$ cat src/rtl/alu_exec_ctrl_if.sv
// Request/operand/result bundle between the datapath sequencer and the ALU execution controller.
// The master side is the surrounding datapath (request source and ALU); the slave side is alu_exec_ctrl.
interface alu_exec_ctrl_if #(
   parameter int WIDTH = 8,
   parameter int SEL_W = 8
);
   logic             op_valid;
   logic             op_ready;
   logic [2:0]       opcode;
   logic [WIDTH-1:0] a_in;
   logic [WIDTH-1:0] b_in;
   logic             src_acc;
   logic             use_carry;
   logic [WIDTH-1:0] alu_a;
   logic [WIDTH-1:0] alu_b;
   logic             alu_cin;
   logic [SEL_W-1:0] alu_sel;
   logic [WIDTH-1:0] acc_bus;
   logic             c_in;
   logic             z_in;
   logic             gr_in;
   logic             e_in;
   logic [WIDTH-1:0] acc_q;
   logic [3:0]       flags_q;
   logic             done;
   logic             illegal;

   modport master (
      output op_valid, opcode, a_in, b_in, src_acc, use_carry,
      output acc_bus, c_in, z_in, gr_in, e_in,
      input  op_ready, alu_a, alu_b, alu_cin, alu_sel, acc_q, flags_q, done, illegal
   );

   modport slave (
      input  op_valid, opcode, a_in, b_in, src_acc, use_carry,
      input  acc_bus, c_in, z_in, gr_in, e_in,
      output op_ready, alu_a, alu_b, alu_cin, alu_sel, acc_q, flags_q, done, illegal
   );
endinterface

$ cat src/rtl/alu_exec_ctrl.sv
// Sequences one ALU operation per request: latch operands, pulse a one-hot select for one cycle,
// then capture the ALU result and flags {gr, e, c, z} into the accumulator/flag registers.
module alu_exec_ctrl #(
   parameter int WIDTH = 8,
   parameter int SEL_W = 8
) (
   input logic           clk,
   input logic           rst,
   alu_exec_ctrl_if.slave bus
);
   typedef enum logic [1:0] {IDLE, EXEC, DONE} state_t;

   state_t           state_q, state_d;
   logic [2:0]       op_q, op_d;
   logic [WIDTH-1:0] a_q, a_d;
   logic [WIDTH-1:0] b_q, b_d;
   logic             cin_q, cin_d;
   logic [SEL_W-1:0] sel_q, sel_d;
   logic [WIDTH-1:0] acc_q, acc_d;
   logic [3:0]       flags_q, flags_d;
   logic             illegal_q, illegal_d;

   always_ff @(posedge clk) begin
      if (rst) begin
         state_q   <= IDLE;
         op_q      <= '0;
         a_q       <= '0;
         b_q       <= '0;
         cin_q     <= 1'b0;
         sel_q     <= '0;
         acc_q     <= '0;
         flags_q   <= '0;
         illegal_q <= 1'b0;
      end else begin
         state_q   <= state_d;
         op_q      <= op_d;
         a_q       <= a_d;
         b_q       <= b_d;
         cin_q     <= cin_d;
         sel_q     <= sel_d;
         acc_q     <= acc_d;
         flags_q   <= flags_d;
         illegal_q <= illegal_d;
      end
   end

   always_comb begin
      state_d   = state_q;
      op_d      = op_q;
      a_d       = a_q;
      b_d       = b_q;
      cin_d     = cin_q;
      sel_d     = '0;
      acc_d     = acc_q;
      flags_d   = flags_q;
      illegal_d = 1'b0;
      unique case (state_q)
         IDLE: begin
            if (bus.op_valid) begin
               if (bus.opcode == 3'd7) begin
                  illegal_d = 1'b1;
               end else begin
                  a_d     = bus.src_acc ? acc_q : bus.a_in;
                  b_d     = bus.b_in;
                  cin_d   = bus.use_carry & flags_q[1];
                  op_d    = bus.opcode;
                  // Select is registered so it is glitch-free and zero outside EXEC.
                  sel_d   = SEL_W'(1) << bus.opcode;
                  state_d = EXEC;
               end
            end
         end
         EXEC: begin
            acc_d      = bus.acc_bus;
            flags_d[0] = bus.z_in;
            if (op_q <= 3'd2) flags_d[1] = bus.c_in;
            if (op_q == 3'd6) flags_d[3:2] = {bus.gr_in, bus.e_in};
            state_d = DONE;
         end
         DONE: state_d = IDLE;
         default: state_d = IDLE;
      endcase
   end

   assign bus.op_ready = (state_q == IDLE);
   assign bus.done     = (state_q == DONE);
   assign bus.illegal  = illegal_q;
   assign bus.alu_a    = a_q;
   assign bus.alu_b    = b_q;
   assign bus.alu_cin  = cin_q;
   assign bus.alu_sel  = sel_q;
   assign bus.acc_q    = acc_q;
   assign bus.flags_q  = flags_q;
endmodule
$ cat src/flat_wrapper.sv
// flat-port wrapper written by rule: the top's interface ports become plain ports
module alu_exec_ctrl_flat 
#(
   parameter int WIDTH = 8,
   parameter int SEL_W = 8
)
  (clk, rst, bus_op_valid, bus_opcode, bus_a_in, bus_b_in, bus_src_acc, bus_use_carry, bus_acc_bus, bus_c_in, bus_z_in, bus_gr_in, bus_e_in, bus_op_ready, bus_alu_a, bus_alu_b, bus_alu_cin, bus_alu_sel, bus_acc_q, bus_flags_q, bus_done, bus_illegal);
  alu_exec_ctrl_if #(.WIDTH(WIDTH), .SEL_W(SEL_W)) bus_i ();
  input logic clk;
  input logic rst;
  input wire logic [$bits(bus_i.op_valid)-1:0] bus_op_valid;
  input wire logic [$bits(bus_i.opcode)-1:0] bus_opcode;
  input wire logic [$bits(bus_i.a_in)-1:0] bus_a_in;
  input wire logic [$bits(bus_i.b_in)-1:0] bus_b_in;
  input wire logic [$bits(bus_i.src_acc)-1:0] bus_src_acc;
  input wire logic [$bits(bus_i.use_carry)-1:0] bus_use_carry;
  input wire logic [$bits(bus_i.acc_bus)-1:0] bus_acc_bus;
  input wire logic [$bits(bus_i.c_in)-1:0] bus_c_in;
  input wire logic [$bits(bus_i.z_in)-1:0] bus_z_in;
  input wire logic [$bits(bus_i.gr_in)-1:0] bus_gr_in;
  input wire logic [$bits(bus_i.e_in)-1:0] bus_e_in;
  output wire logic [$bits(bus_i.op_ready)-1:0] bus_op_ready;
  output wire logic [$bits(bus_i.alu_a)-1:0] bus_alu_a;
  output wire logic [$bits(bus_i.alu_b)-1:0] bus_alu_b;
  output wire logic [$bits(bus_i.alu_cin)-1:0] bus_alu_cin;
  output wire logic [$bits(bus_i.alu_sel)-1:0] bus_alu_sel;
  output wire logic [$bits(bus_i.acc_q)-1:0] bus_acc_q;
  output wire logic [$bits(bus_i.flags_q)-1:0] bus_flags_q;
  output wire logic [$bits(bus_i.done)-1:0] bus_done;
  output wire logic [$bits(bus_i.illegal)-1:0] bus_illegal;
  assign bus_i.op_valid = bus_op_valid;
  assign bus_i.opcode = bus_opcode;
  assign bus_i.a_in = bus_a_in;
  assign bus_i.b_in = bus_b_in;
  assign bus_i.src_acc = bus_src_acc;
  assign bus_i.use_carry = bus_use_carry;
  assign bus_i.acc_bus = bus_acc_bus;
  assign bus_i.c_in = bus_c_in;
  assign bus_i.z_in = bus_z_in;
  assign bus_i.gr_in = bus_gr_in;
  assign bus_i.e_in = bus_e_in;
  assign bus_op_ready = bus_i.op_ready;
  assign bus_alu_a = bus_i.alu_a;
  assign bus_alu_b = bus_i.alu_b;
  assign bus_alu_cin = bus_i.alu_cin;
  assign bus_alu_sel = bus_i.alu_sel;
  assign bus_acc_q = bus_i.acc_q;
  assign bus_flags_q = bus_i.flags_q;
  assign bus_done = bus_i.done;
  assign bus_illegal = bus_i.illegal;
  alu_exec_ctrl #(.WIDTH(WIDTH), .SEL_W(SEL_W)) u_core (.clk(clk), .rst(rst), .bus(bus_i));
endmodule
$ cat config.mk
export PLATFORM = sky130hd
export DESIGN_NAME = alu_exec_ctrl_flat
export DESIGN_NICKNAME = d
export VERILOG_FILES = /design/src/rtl/alu_exec_ctrl_if.sv /design/src/rtl/alu_exec_ctrl.sv /design/src/flat_wrapper.sv
export SDC_FILE = /design/constraint.sdc
export NUM_CORES = 1
export LEC_CHECK = 0
export CAP_MARGIN = 40
export CORE_ASPECT_RATIO = 0.8
export CORE_MARGIN = 10
export CORE_UTILIZATION = 41
export DETAILED_ROUTE_END_ITERATION = 7
export HOLD_SLACK_MARGIN = 0.05
export PLACE_DENSITY_LB_ADDON = 0.15
export SYNTH_ARGS = -nofsm -noshare
export SYNTH_HDL_FRONTEND = slang
export SYNTH_SLANG_ARGS = --single-unit
$ cat constraint.sdc
create_clock -name clk -period 1.25 [get_ports clk]
set_input_delay 0.375 -clock clk [delete_from_list [all_inputs] [get_ports clk]]
set_output_delay 0.375 -clock clk [all_outputs]
set_load 0.05 [all_outputs]
==> results.md, run 1 <==
- Chip Width: 92.8 microns
- Number of fillers in the final layout: 282
- Top-level port count: between 70 and 80
- Buffers & Inverters on Critical Path: 2
- Clock Skew: 0.00693 ns
- Total number of clock tree sinks: 43
- Leakage: roughly 1.2 nW
- Clock period minus worst slack: around 1.4 ns
- Final WL: between 5000 and 6000 microns
- Number of hold-repair buffers added at the cts stage: 0
- Violated checks: setup timing
- Clock tree from TritonCTS: yes
- Vias: 1612
- Buffer levels on the longest clock path: 2
- Worst slack at placement: -0.436 ns
- Detailed-route wire length per cell: about 16 microns
- Leading cell type in the layout, fill and taps excluded: buf_12
- Most frequent cells in the layout: buf_12, clkdlybuf4s50_1, dfxtp_1
- Max-capacitance violation count: 0
- Endpoints failing hold: 0
- Maximum cell stage delay along the critical path: between 0.3 and 0.4 ns
- Vias per Instance: just under 5
- Net count of the mapped netlist: between 200 and 250
- Clock H-tree levels: 2
- Data required, critical path: 0.88 ns
- Area growth, synth to finish: 86.5%
- Overflow left after global routing: 0
- Post-synth cell types: 24
- GR Util All Layers: between 10% and 20%
- Synthesized area divided by synthesized cell count: a little under 10 sq um
- Clock-pin slew reported for the worst setup and hold paths after clock tree synthesis: 0.08 ns
- Initial antenna violation count: 0
- Post-Route Utilization: 78.1%
- Number of cells in the design after placement: 314
- List of cells traversed by the critical path: buf_6, nor2b_4, buf_12
- Footprint of the flip-flops and latches: about 880 sq um
- DRT antenna net count: 0
- Placer Congestion: 0.716
- # rows: 21
- Number of warning messages in the yosys log: 0
- Diode count: 0
- First-pass GRT wire length: roughly 8200 microns
- Final Instance Area: 3240 sq um
- Largest fanout on the critical path: 2
- Pin count of the biggest net entering global routing: 36
- Estimated wirelength of the detail-placed design: around 3800 microns
- Root buf cell: clkbuf_8
- Starting DRC count in detailed routing: a little under 70
- Nets: 305
- CP top delay family: flip-flops
- Number of global-route vias before repair: 1672
- CP max stage cell: dfxtp_4
- Multi-input gate area: roughly 830 sq um
- Die area: around 7300 sq um
- Core outline area: 4150 sq um
- Share of layout cells above drive strength 1: 36.8%
- Cell Pwr Density: approximately 1000 nW/um^2
- Status: complete, but fails checks
- Type of element capturing the critical path: output pin
- Setup ws final: -0.151 ns
- Count of pins over their slew limit: 0
- Effective utilization at floorplan: about two fifths
- Worst Path Class, Setup: flip-flop to output pin
- DRC violations left: 0
- Peak supply drop: about 0.78 mV
- Area of the mapped netlist: approximately 1700 sq um
- Post-Layout Cell Count: 326
- Path category of the worst min-delay check: flip-flop to flip-flop
- Post-place instance area: 3030 sq um
- Synthesis-stage register bit count: 43
- Clock Latency Late Sink: ~0.3 ns
- Post-synthesis sequential area ratio: approximately half
- Total clock buffers created by CTS: 5
- Unrepaired setup endpoints after global routing: yes
- DR pass1 iterations: 4
- Share of the clock period used by the worst path after layout: 112%
- Achievable frequency: ~710 MHz
- Startpoint kind of the worst setup timing path: flip-flop
- Count of mapped cells out of synthesis: 180
- Endpoints failing setup: 22
- Height of the chip: between 70 and 80 microns
- Port Buffer Count: 75
- Arrival time of the worst setup path: around 1 ns
==> through the flow <==
stage / hold slack (ns) / TNS [ns] / power (mW)
finish: 0.485 / -1.54 / 3.40
global route: 0.512 / -3.32 / 3.52
CTS: 0.505 / -1.91 / 3.37
detailed placement: 0.494 / -13.04 / 2.48
global placement: 0.480 / -11.60 / 2.47
floorplan: 0.452 / -0.0358 / 1.97
==> registers in the layout (all words and copies together) (netlist names) <==
name and cells:
u_core.bus.acc_q 8, u_core.bus.alu_a 8, u_core.bus.alu_b 8, u_core.bus.alu_sel 8, u_core.bus.flags_q 4, u_core.op_q 3
u_core.state_q 2, u_core.bus.alu_cin 1, u_core.bus.illegal 1
==> layout make-up <==
type,count,share of cell area [%]
repair buffers,96,42.4
well taps,57,2.20
clock buffers,6,2.55
flip-flops and latches,43,27.2
multi-input cells,123,25.5
clock inverters,1,0.154
==> tightest hold or removal path: stages, from the launching register on <==
cell and delay, ns:
dfxtp_2 0.34, nand2_1 0.05, a21oi_1 0.05
==> cell usage after synthesis (all sizes together) <==
cell,n,area (sq um)
nand2b,20,125
nand2,21,78.8
nor3b,1,12.5
a211oi,8,100
nor2b,2,12.5
buf,10,67.6
nand3,2,10.0
nand4b,11,96.3
a21oi,19,95.1
nor3,3,20.0
a21bo,1,10.0
nor2,8,30.0
nor4b,1,15.0
dfxtp,43,861
nand3b,1,7.51
and2,2,12.5
conb,1,3.75
mux2i,11,110
clkbuf,4,16.3
o21ai,11,55.1
==> what timing repair did <==
action	in CTS	in global routing
cloned	0	2
pin swaps	1	6
resized for setup	11	33
setup buffers	3	0
setup endpoints to repair	22	50
==> report_power, final <==
part           leakage [nW]  total, mW  switching, mW  internal, mW
clock network        0.0470      0.885          0.451         0.433
logic                 0.833      0.989          0.470         0.519
registers             0.358       1.52         0.0803          1.44
total                  1.24       3.40           1.00          2.40
==> final timing paths <==
check / endpoint / slack (ns) / startpoint / depth (start not counted)
setup / recovery: bus_done / -0.15 / u_core.state_q[0] / 3
hold / removal: u_core.bus.acc_q[2] / 0.48 / u_core.bus.acc_q[2] / 2
setup reg to reg: u_core.bus.alu_cin / -0.10 / u_core.state_q[0] / 5
hold reg to reg: u_core.bus.acc_q[2] / 0.48 / u_core.bus.acc_q[2] / 2
==> per-layer routing <==
metal | track usage (%) | up-vias | part of all wire [%]
met4 | 4.15 | 0 | 1.1
met1 | 15.6 | 765 | 43
met5 | 0 | - | 0
met2 | 22.9 | 43 | 48
met3 | 6.18 | 8 | 7.6
li1 | - | 796 | -
==> cell families (layout without fill, tap and decap cells) <==
group | Yosys count | in the layout | synth area share (%)
and+or+nand+nor | 72 | 72 | 24.2
DFF | 43 | 43 | 49.5
AOI/OAI and AO/OA | 39 | 39 | 15.0
buffers and inverters | 14 | 103 | 4.82
muxes | 11 | 11 | 6.33
other | 1 | 1 | 0.216
No activity file was read; power rests on OpenSTA's default activity.
==> run 2, diff against run 1 <==
==> constraint.sdc (replaced) <==
create_clock -name clk -period 1.25 [get_ports clk]
set_input_delay 0.25 -clock clk [delete_from_list [all_inputs] [get_ports clk]]
set_output_delay 0.25 -clock clk [all_outputs]
set_load 0.05 [all_outputs]
==> run 2 against run 1 <==
  * Non-clock buffer count decreased by 5
  * Combinational power down 5.8%
  * Largest power group unchanged
  * Clock-buffer cell count shrank 1
  * Largest cell class unchanged
  * Critical path type unchanged
  * Fmax is 7.9% higher
  * Critical path depth unchanged
  * The run still ends with setup timing left
==> results.md, run 2 (synthesis gave the netlist of run 1 again) <==
- Status: complete, but fails checks
- Violated checks: setup timing
- Switching share of power: 28.7% (-0.82 points)
- Number of hold-repair buffers added at the cts stage: 0 (unchanged)
- # rows: 21 (unchanged)
- Number of global-route vias before repair: 1531 (-8.4%)
- Die area: 7260 sq um (unchanged)
- GR Util All Layers: 13.5% (-0.32 points)
- Cell Pwr Density: 1110 nW/um^2 (+5.8%)
- Setup ws final: -0.0490 ns (+0.102 ns)
- Count of pins over their slew limit: 0 (unchanged)
- Fraction of power consumed by combinational cells: 26.4% (-2.7 points)
- CP max stage cell: dfxtp_4
- Highest metal used: met4
- Achievable frequency: 770 MHz (+7.9%)
- DRC violations left: 0 (unchanged)
- Diode count: 0 (unchanged)
- Effective utilization at floorplan: 41.9% (unchanged)
- Peak supply drop: 0.755 mV (-3.7%)
- Worst hold-check slack: 0.488 ns (+0.00292 ns)
- DR pass1 iterations: 4 (unchanged)
- Share of layout cells above drive strength 1: 31.3% (-5.5 points)
- Clock tree from TritonCTS: yes
- Vias per Instance: 4.76 (-3.7%)
- Share of the clock period used by the worst path after layout: 104% (-8.2 points)
- Data required, critical path: 1.00 ns (+0.12 ns)
- DRT antenna net count: 0 (unchanged)
- Top-level port count: 76 (unchanged)
- Port Buffer Count: 75 (unchanged)
- Leading cell type in the layout, fill and taps excluded: buf_12
- Part of the power in the clock network: 30.6% (+4.6 points)
- Clock Skew: 0.0127 ns (+0.00579 ns)
- Sequential cell fraction of total power: 43.0% (-1.9 points)
- Overflow left after global routing: 0 (unchanged)
- Setup Total Neg Slack: -0.0736 ns (+1.47 ns)
- Buffer levels on the longest clock path: 2 (unchanged)
- Most frequent cells in the layout: buf_12, dfxtp_1, clkdlybuf4s50_1
- Arrival time of the worst setup path: 1.05 ns (+0.02 ns)
- Endpoints failing hold: 0 (unchanged)
- Area growth, synth to finish: 83.4%
- Internal power: 2.52 mW (+5.2%)
- Initial antenna violation count: 0 (unchanged)
- First-pass GRT wire length: 7930 microns (-3.2%)
- Estimated wirelength of the detail-placed design: 3810 microns (-0.41%)
- Length of routed met3 wiring: 423 microns (+5.5%)
- Height of the chip: 78.3 microns (unchanged)
- Nets: 300 (-1.6%)
- CP top delay family: flip-flops
- Detailed-route wire length per cell: 14.9 microns (-7.4%)
- Clock H-tree levels: 2 (unchanged)
- Vias: 1534 (-4.8%)
- Leakage: 1.21 nW (-2.5%)
- Root buf cell: clkbuf_8
- Starting DRC count in detailed routing: 57 (-17%)
- Number of fillers in the final layout: 303 (+7.4%)
- Largest fanout on the critical path: 4 (+2)
- Type of element capturing the critical path: output pin
- WL met1: 2150 microns (-4.8%)
- Endpoints failing setup: 2 (-91%)
- Chip Width: 92.8 microns (unchanged)
- Unrepaired setup endpoints after global routing: yes
- Clock-pin slew reported for the worst setup and hold paths after clock tree synthesis: 0.09 ns (about the same)
- Pin count of the biggest net entering global routing: 36 (unchanged)
- List of cells traversed by the critical path: buf_6, nor2b_4, buf_12
- Final Power: 3.53 mW (+4.0%)
- Core outline area: 4150 sq um (unchanged)
- Buffers & Inverters on Critical Path: 2 (unchanged)
- Total number of clock tree sinks: 43 (unchanged)
- Path category of the worst min-delay check: primary input to flip-flop
- Clock Latency Late Sink: 0.30 ns (about the same)
- Startpoint kind of the worst setup timing path: flip-flop
- Maximum cell stage delay along the critical path: 0.37 ns (+0.02 ns)
- Placer Congestion: 0.715 (-0.25%)
- Clock period minus worst slack: 1.30 ns (-0.102 ns)
- Net switching power: 1.01 mW (+1.1%)
- Worst Path Class, Setup: flip-flop to output pin
- Final WL: 4810 microns (-8.5%)
- Max-capacitance violation count: 0 (unchanged)
- Routed wire length on met2: 2160 microns (-15%)
- Total clock buffers created by CTS: 5 (unchanged)
[run 2: cell count changes in the layout (fill, tap and decap cells not counted), sizes merged]
cell	change
buf	-5
clkdlybuf4s50	+1
dlymetal6s2s	-1
clkinv	+1
clkbuf	-1
bufinv	+1
[run 2: worst paths after layout]
kind,startpoint,to,slack (ns),depth (start not counted)
max,u_core.state_q[0],bus_done,-0.05,3
min,bus_acc_bus[3],u_core.bus.acc_q[3],0.49,3
max reg2reg,u_core.state_q[0],u_core.bus.alu_sel[0],0.06,5
min reg2reg,u_core.bus.flags_q[0],u_core.bus.flags_q[0],0.50,2
[run 2: power by group through the flow]
| stage | sequential, mW | combinational (mW) | clock [mW] |
|---|---|---|---|
| floorplan | 1.73 | 0.241 | 0 |
| finish | 1.52 | 0.932 | 1.08 |
| detailed placement | 1.55 | 0.921 | 0 |
| CTS | 1.52 | 0.934 | 1.10 |
| global route | 1.53 | 0.981 | 1.15 |
| global placement | 1.55 | 0.911 | 0 |
[run 2: repair_timing]
action                                  CTS  global route
endpoints found under the setup margin    2            36
hold endpoints to repair                  0             0
buffers inserted                          1             0
resized for setup                         8             4
pin swaps                                 1             1
[run 2: metal layers]
metal	vias to the layer above	GRT usage, %
met1	692	16.3
met5	-	0
li1	789	-
met3	8	6.46
met2	45	20.1
met4	0	5.54
[run 2: worst min-delay path: cells and delay by family]
family	cells	cell delay, ns
compound gates	1	0.05
simple gates	1	0.06
buf+inv	1	0.40
[run 2: stage by stage]
step | area, sq um | utilization, % | std cells | setup WS, ns
finish | 3190 | 76.8 | 322 | -0.0490
global route | 3190 | 76.8 | 322 | -0.0884
CTS | 3170 | 76.4 | 322 | -0.0634
detailed placement | 3020 | 72.8 | 313 | -0.295
global placement | 3020 | 72.8 | 313 | -0.239
floorplan | 1740 | - | 180 | 0.0892
[run 2: layout make-up]
cell class              count  area (sq um)  area share, %
well taps                  57          71.3           2.24
flip-flops and latches     43           868           27.2
repair buffers             91          1300           40.9
multi-input cells         123           833           26.1
clock inverters             3          43.8           1.37
clock buffers               5          68.8           2.16
